[src/rtl/io_sequencer_pkg.sv]
// Shared types for the picoMIPS I/O sequencer: debounce FSM states and run counter width.
package io_seq_pkg;
  typedef enum logic [1:0] {
    IDLE     = 2'd0,
    PRESS_DB = 2'd1,
    PRESSED  = 2'd2,
    REL_DB   = 2'd3
  } io_state_t;

  localparam int RUN_CW = 4;
endpackage

[src/rtl/io_sequencer_if.sv]
// Board/decoder-facing signal bundle of the I/O sequencer.
interface io_sequencer_if
  import io_seq_pkg::*;
#(
  parameter int DW = 8,
  parameter int AW = 8
);
  logic              button_raw;
  logic [DW-1:0]     switches;
  logic              retrieve_switch;
  logic              retrieve_wave;
  logic              led_status_in;
  logic [DW-1:0]     result_in;
  logic [DW-1:0]     wave_data_in;
  logic              branch_status;
  logic [DW-1:0]     data_in_sel;
  logic [AW-1:0]     wave_addr;
  logic [DW-1:0]     leds;
  logic              leds_valid;
  logic [RUN_CW-1:0] run_count;

  modport master (
    output button_raw, switches, retrieve_switch, retrieve_wave,
           led_status_in, result_in, wave_data_in,
    input  branch_status, data_in_sel, wave_addr, leds, leds_valid, run_count
  );

  modport slave (
    input  button_raw, switches, retrieve_switch, retrieve_wave,
           led_status_in, result_in, wave_data_in,
    output branch_status, data_in_sel, wave_addr, leds, leds_valid, run_count
  );
endinterface

[src/rtl/io_sequencer_btn_debounce.sv]
// Run-button synchroniser and press/release debounce FSM; emits branch_status and a new_run pulse.
module btn_debounce
  import io_seq_pkg::*;
#(
  parameter int DEBOUNCE_CYCLES = 50000
) (
  input  logic clk,
  input  logic nReset,
  input  logic button_raw,
  output logic branch_status,
  output logic new_run
);
  localparam int CW = (DEBOUNCE_CYCLES > 2) ? $clog2(DEBOUNCE_CYCLES) : 1;
  localparam logic [CW-1:0] DC_MAX = CW'(DEBOUNCE_CYCLES - 1);

  logic            btn_m, btn_s;
  io_state_t       state_q, state_d;
  logic [CW-1:0]   dbc_q, dbc_d;

  always_ff @(posedge clk or negedge nReset) begin
    if (!nReset) begin
      btn_m <= 1'b0;
      btn_s <= 1'b0;
    end else begin
      btn_m <= button_raw;
      btn_s <= btn_m;
    end
  end

  // new_run is combinational so the top applies run-start effects on the PRESSED entry edge.
  always_comb begin
    state_d = state_q;
    dbc_d   = dbc_q;
    new_run = 1'b0;
    case (state_q)
      IDLE: if (btn_s) begin
        state_d = PRESS_DB;
        dbc_d   = '0;
      end
      PRESS_DB: begin
        if (!btn_s) state_d = IDLE;
        else if (dbc_q == DC_MAX) begin
          state_d = PRESSED;
          new_run = 1'b1;
        end else dbc_d = dbc_q + CW'(1);
      end
      PRESSED: if (!btn_s) begin
        state_d = REL_DB;
        dbc_d   = '0;
      end
      REL_DB: begin
        if (btn_s) state_d = PRESSED;
        else if (dbc_q == DC_MAX) state_d = IDLE;
        else dbc_d = dbc_q + CW'(1);
      end
      default: state_d = IDLE;
    endcase
  end

  always_ff @(posedge clk or negedge nReset) begin
    if (!nReset) begin
      state_q       <= IDLE;
      dbc_q         <= '0;
      branch_status <= 1'b0;
    end else begin
      state_q       <= state_d;
      dbc_q         <= dbc_d;
      branch_status <= (state_d == PRESSED) || (state_d == REL_DB);
    end
  end
endmodule

[src/rtl/io_sequencer.sv]
// picoMIPS external I/O sequencer: debounced run button, LDI/LDW operand mux, wave address, LED latch.
module io_sequencer
  import io_seq_pkg::*;
#(
  parameter int DEBOUNCE_CYCLES = 50000,
  parameter int WAVE_DEPTH      = 256,
  parameter int AW              = $clog2(WAVE_DEPTH),
  parameter int DW              = 8
) (
  input  logic           clk,
  input  logic           nReset,
  io_sequencer_if.slave  bus
);
  logic          new_run;
  logic [DW-1:0] switch_latch;

  btn_debounce #(.DEBOUNCE_CYCLES(DEBOUNCE_CYCLES)) u_btn_debounce (
    .clk           (clk),
    .nReset        (nReset),
    .button_raw    (bus.button_raw),
    .branch_status (bus.branch_status),
    .new_run       (new_run)
  );

  always_ff @(posedge clk or negedge nReset) begin
    if (!nReset) begin
      switch_latch  <= '0;
      bus.run_count <= '0;
    end else if (new_run) begin
      switch_latch  <= bus.switches;
      bus.run_count <= bus.run_count + RUN_CW'(1);
    end
  end

  // A run start restarts the sample stream even if LDW fires on the same edge.
  always_ff @(posedge clk or negedge nReset) begin
    if (!nReset)                bus.wave_addr <= '0;
    else if (new_run)           bus.wave_addr <= '0;
    else if (bus.retrieve_wave) bus.wave_addr <= (bus.wave_addr == AW'(WAVE_DEPTH - 1))
                                                 ? '0 : bus.wave_addr + AW'(1);
  end

  always_ff @(posedge clk or negedge nReset) begin
    if (!nReset) begin
      bus.leds       <= '0;
      bus.leds_valid <= 1'b0;
    end else if (bus.led_status_in) begin
      bus.leds       <= bus.result_in;
      bus.leds_valid <= 1'b1;
    end else if (new_run) begin
      bus.leds_valid <= 1'b0;
    end
  end

  always_comb begin
    bus.data_in_sel = '0;
    if (bus.retrieve_switch)    bus.data_in_sel = switch_latch;
    else if (bus.retrieve_wave) bus.data_in_sel = bus.wave_data_in;
  end

  // LDI and LDW together means the decoder is broken.
  a_retrieve_onehot: assert property (@(posedge clk) disable iff (!nReset)
    !(bus.retrieve_switch && bus.retrieve_wave));
endmodule

[src/flat_wrapper.sv]
// flat-port wrapper written by rule: the top's interface ports become plain ports
module io_sequencer_flat import io_seq_pkg::*;
#(
  parameter int DEBOUNCE_CYCLES = 50000,
  parameter int WAVE_DEPTH      = 256,
  parameter int AW              = $clog2(WAVE_DEPTH),
  parameter int DW              = 8
)
  (clk, nReset, bus_button_raw, bus_switches, bus_retrieve_switch, bus_retrieve_wave, bus_led_status_in, bus_result_in, bus_wave_data_in, bus_branch_status, bus_data_in_sel, bus_wave_addr, bus_leds, bus_leds_valid, bus_run_count);
  io_sequencer_if #(.DW(DW), .AW(AW)) bus_i ();
  input  logic clk;
  input  logic nReset;
  input wire logic [$bits(bus_i.button_raw)-1:0] bus_button_raw;
  input wire logic [$bits(bus_i.switches)-1:0] bus_switches;
  input wire logic [$bits(bus_i.retrieve_switch)-1:0] bus_retrieve_switch;
  input wire logic [$bits(bus_i.retrieve_wave)-1:0] bus_retrieve_wave;
  input wire logic [$bits(bus_i.led_status_in)-1:0] bus_led_status_in;
  input wire logic [$bits(bus_i.result_in)-1:0] bus_result_in;
  input wire logic [$bits(bus_i.wave_data_in)-1:0] bus_wave_data_in;
  output wire logic [$bits(bus_i.branch_status)-1:0] bus_branch_status;
  output wire logic [$bits(bus_i.data_in_sel)-1:0] bus_data_in_sel;
  output wire logic [$bits(bus_i.wave_addr)-1:0] bus_wave_addr;
  output wire logic [$bits(bus_i.leds)-1:0] bus_leds;
  output wire logic [$bits(bus_i.leds_valid)-1:0] bus_leds_valid;
  output wire logic [$bits(bus_i.run_count)-1:0] bus_run_count;
  assign bus_i.button_raw = bus_button_raw;
  assign bus_i.switches = bus_switches;
  assign bus_i.retrieve_switch = bus_retrieve_switch;
  assign bus_i.retrieve_wave = bus_retrieve_wave;
  assign bus_i.led_status_in = bus_led_status_in;
  assign bus_i.result_in = bus_result_in;
  assign bus_i.wave_data_in = bus_wave_data_in;
  assign bus_branch_status = bus_i.branch_status;
  assign bus_data_in_sel = bus_i.data_in_sel;
  assign bus_wave_addr = bus_i.wave_addr;
  assign bus_leds = bus_i.leds;
  assign bus_leds_valid = bus_i.leds_valid;
  assign bus_run_count = bus_i.run_count;
  io_sequencer #(.DEBOUNCE_CYCLES(DEBOUNCE_CYCLES), .WAVE_DEPTH(WAVE_DEPTH), .AW(AW), .DW(DW)) u_core (.clk(clk), .nReset(nReset), .bus(bus_i));
endmodule
[config.mk]
export PLATFORM = sky130hd
export DESIGN_NAME = io_sequencer_flat
export DESIGN_NICKNAME = d
export VERILOG_FILES = /design/src/rtl/io_sequencer_pkg.sv /design/src/rtl/io_sequencer_if.sv /design/src/rtl/io_sequencer_btn_debounce.sv /design/src/rtl/io_sequencer.sv /design/src/flat_wrapper.sv
export SDC_FILE = /design/constraint.sdc
export NUM_CORES = 1
export LEC_CHECK = 0
export BUFFER_PORTS_ARGS = -buffer_cell sky130_fd_sc_hd__buf_2
export CORE_MARGIN = 5
export CORE_UTILIZATION = 30
export CTS_CLUSTER_SIZE = 24
export DETAILED_ROUTE_END_ITERATION = 8
export PLACE_DENSITY = 0.53
export SYNTH_ARGS = -nofsm -noshare
export SYNTH_HDL_FRONTEND = slang
export SYNTH_SLANG_ARGS = --single-unit
[constraint.sdc]
create_clock -name clk -period 3.2 [get_ports clk]
set_input_delay 0.32 -clock clk [delete_from_list [all_inputs] [get_ports clk]]
set_output_delay 0.32 -clock clk [all_outputs]
set_load 0.05 [all_outputs]
==> results.toml <==
[sta]
drv_slew = 0
slew-limit-headroom_pct = 51.94
finalCriticalPeriod_ns = 2.016
hold_violations = 0
tns_ns = 0
worst_pin_slew_ns = 0.7210
finalSetupViolCount = 0
fin_skew_ns = 0.008391
hold-worst-slack_ns = 0.06518
max_freq_mhz = 496.2
rsz0062_at_grt = "false"
post-route-period-util_pct = 62.98

[logic_synthesis]
synth_nets = 250
synth_cell_types = 46
syn_area_sq_um = 2477
seq_area_frac_synth_pct = 50.51
yosysWarnings = 0
synth-edff-count = 0
synthArstFlopShare_pct = 100.0
synth_seq_cells = 50
synth_top_cell_area_share_pct = 50.51
yosysTopAreaCell = "dfrtp_1"
synthFlopType = "dfrtp_1"
syn_avg_cell_area_sq_um = 11.42
postSynthCellCount = 217
synthTopCellsByArea = "dfrtp_1 51%, mux2_2 9.1%, nand4_1 2.5%"

[drt]
wl_per_cell_um = 13.29
drc = 0
vias = 1865
drtIter0Drc = 88
dr.pass1.iters = 4
routed_wl_mm = 5.077
via_per_inst = 4.882
ant_nets = 0

[clock_tree]
htree_levels = 2
root_buffer = "clkbuf_8"
cts_hold_buf = 0
post_cts_buffers = 0
clockBufferDepth = 2
cts_resized = 0
cts_buffers = 5
worstSkewPairLatency_ns = 0.30
clock-sinks = 50
cts_tree = "built"
clk_pin_slew_ns = 0.10

[layout]
final_nets = 309
ff_latch_area_sq_um = 1251
multi_input_area_sq_um = 1117
n_fill_cell = 818
diodes = 0
drive_gt1_share_pct = 36.10
area_delta_synth_final_pct = 18.49

[hold_path]
hp-class = "in2async"

[global_routing]
met2_usage_pct = 17.16
grt_pass1_vias = 1917
gr-usage-met1_pct = 14.53
grt_max_degree = 34
busiest_layer = "met2"
grt_first_pass_wirelength_mm = 9.087
use_met3_pct = 3.460
grt_use_total_pct = 10.82
antenna_found_initial = 0
overflow = 0

[critical_path]
start_kind = "register"
cp_max_fo = 19
cp-end-kind = "register"
reg2regPathDepth = 6
critical_path_class = "reg2reg"
cp.arrival_ns = 2.20
required_ns = 3.39

[power]
combPwrFrac_pct = 25.2
power_density_nw_per_um2 = 524.8
sw_frac_of_total_pct = 36.73
power.leakage_uw = 0.001455
p_int_uw = 974.8
clkPwrFrac_pct = 25.7
power.switching_uw = 565.8
ir_worst_vdd_v = 0.0003018
power_frac_seq_pct = 49.1

[floorplan]
die_area_sq_um = 10180
ios = 60
core_sq_um = 8134
start_util_pct = 30.46
die_y_um = 100.9
die_w_um = 100.9
fp-row-count = 33

[run]
drv_cap = 0

[placed_design]
hpwl_mm = 3.735
globalplace.congestion = 0.7580
io_buffers = 59

[outcome]
status = "finished, final reports clean"
-- state kept, by name, indices dropped and copies added, names as in the netlist, 2 cells and up --
register,flops
u_core.u_btn_debounce.dbc_q,16
u_core.bus.leds,8
u_core.bus.wave_addr,8
u_core.switch_latch,8
u_core.bus.run_count,4
u_core.u_btn_debounce.state_q,2
-- placed cells by master, fill, tap and decap left out, types with 2 or more instances in the layout --
cell and count:
buf_2 59, dfrtp_1 50, mux2_2 20, nand2_1 16, nor2_1 16, nand4_1 10, o21ai_0 9, a21oi_1 9
nand3_1 8, a22o_1 7, xor2_1 7, clkbuf_8 6, inv_1 5, and3_1 5, or3_1 4, xnor2_1 4
mux2i_1 3, nor3_1 3, ha_1 3, buf_4 3, xor2_2 2, and4b_2 2, nor2b_1 2, a311oi_1 2
nor4_1 2
-- logic make-up after synthesis --
logic type / count (synthesis) / synth area share [%]
DFF: 50 / 50.51
muxes: 23 / 10.30
xor gates and xnor gates: 13 / 5.202
buffers and inverters: 15 / 4.394
and+or+nand+nor: 80 / 19.39
AOI/OAI and AO/OA: 33 / 8.687
adders and majority gates: 3 / 1.515
-- power groups by stage --
stage	registers, uW	clock network (uW)	logic, uW
final	757	396	388
after global routing	773	440	424
after CTS	758	418	394
after detailed placement	769	0	394
after global placement	770	0	391
after floorplan	917	0	128
-- cell type report --
type / count / share of cell area [%]
repair buffers: 62 / 10.83
clock buffers: 6 / 2.813
well taps: 105 / 4.476
multi-input cells: 152 / 38.06
flip-flops and latches: 50 / 42.63
clock inverters: 2 / 0.5541
inverters: 5 / 0.6394
-- layer usage --
metal	share of wire, %	vias up
met5	0	-
met4	0.67	0
met3	7.6	5
met2	45	56
met1	46	897
li1	-	907
-- cell usage after synthesis (3+ instances only) --
| cell type | n |
|---|---|
| xor2_1 | 7 |
| mux2i_1 | 3 |
| nor3_1 | 3 |
| clkbuf_1 | 3 |
| o21ai_0 | 9 |
| a21oi_1 | 9 |
| nand3_1 | 8 |
| xnor2_1 | 4 |
| ha_1 | 3 |
| nor2_1 | 16 |
| nand4_1 | 10 |
| dfrtp_1 | 50 |
| or3_1 | 4 |
| mux2_2 | 20 |
| a22o_1 | 7 |
| nand2_1 | 16 |
| inv_1 | 5 |
| and3_1 | 5 |
-- worst paths after layout --
path	from	endpoint	slack, ns
min reg2reg	u_core.u_btn_debounce.btn_m	u_core.u_btn_debounce.btn_s	0.36
min	nReset	u_core.bus.wave_addr[7]	0.07
max reg2reg	u_core.u_btn_debounce.dbc_q[0]	u_core.switch_latch[2]	1.18
max in group asynchronous	nReset	u_core.bus.wave_addr[4]	2.42
min in group clk	bus_button_raw	u_core.u_btn_debounce.btn_m	0.12
max	u_core.u_btn_debounce.dbc_q[0]	u_core.switch_latch[2]	1.18
-- worst max-delay path: stages, from the launching register on --
cell and delay [ns]:
dfrtp_1 0.41, ha_1 0.23, and4b_2 0.26, nand4_4 0.16
nor3b_2 0.20, buf_4 0.27, mux2_2 0.36
-- metrics by stage --
step	worst slack [ns]	cell area (sq um)	total power (uW)	instances	utilization, %
2_1_floorplan	1.133	2477	1044	217	-
3_3_place_gp	1.212	2836	1161	374	34.87
3_5_place_dp	1.188	2836	1163	374	34.87
4_1_cts	1.164	2935	1570	382	36.09
5_1_grt	1.048	2935	1637	382	36.09
6_report	1.184	2935	1541	382	36.09
(Power assumes the default switching activity.)
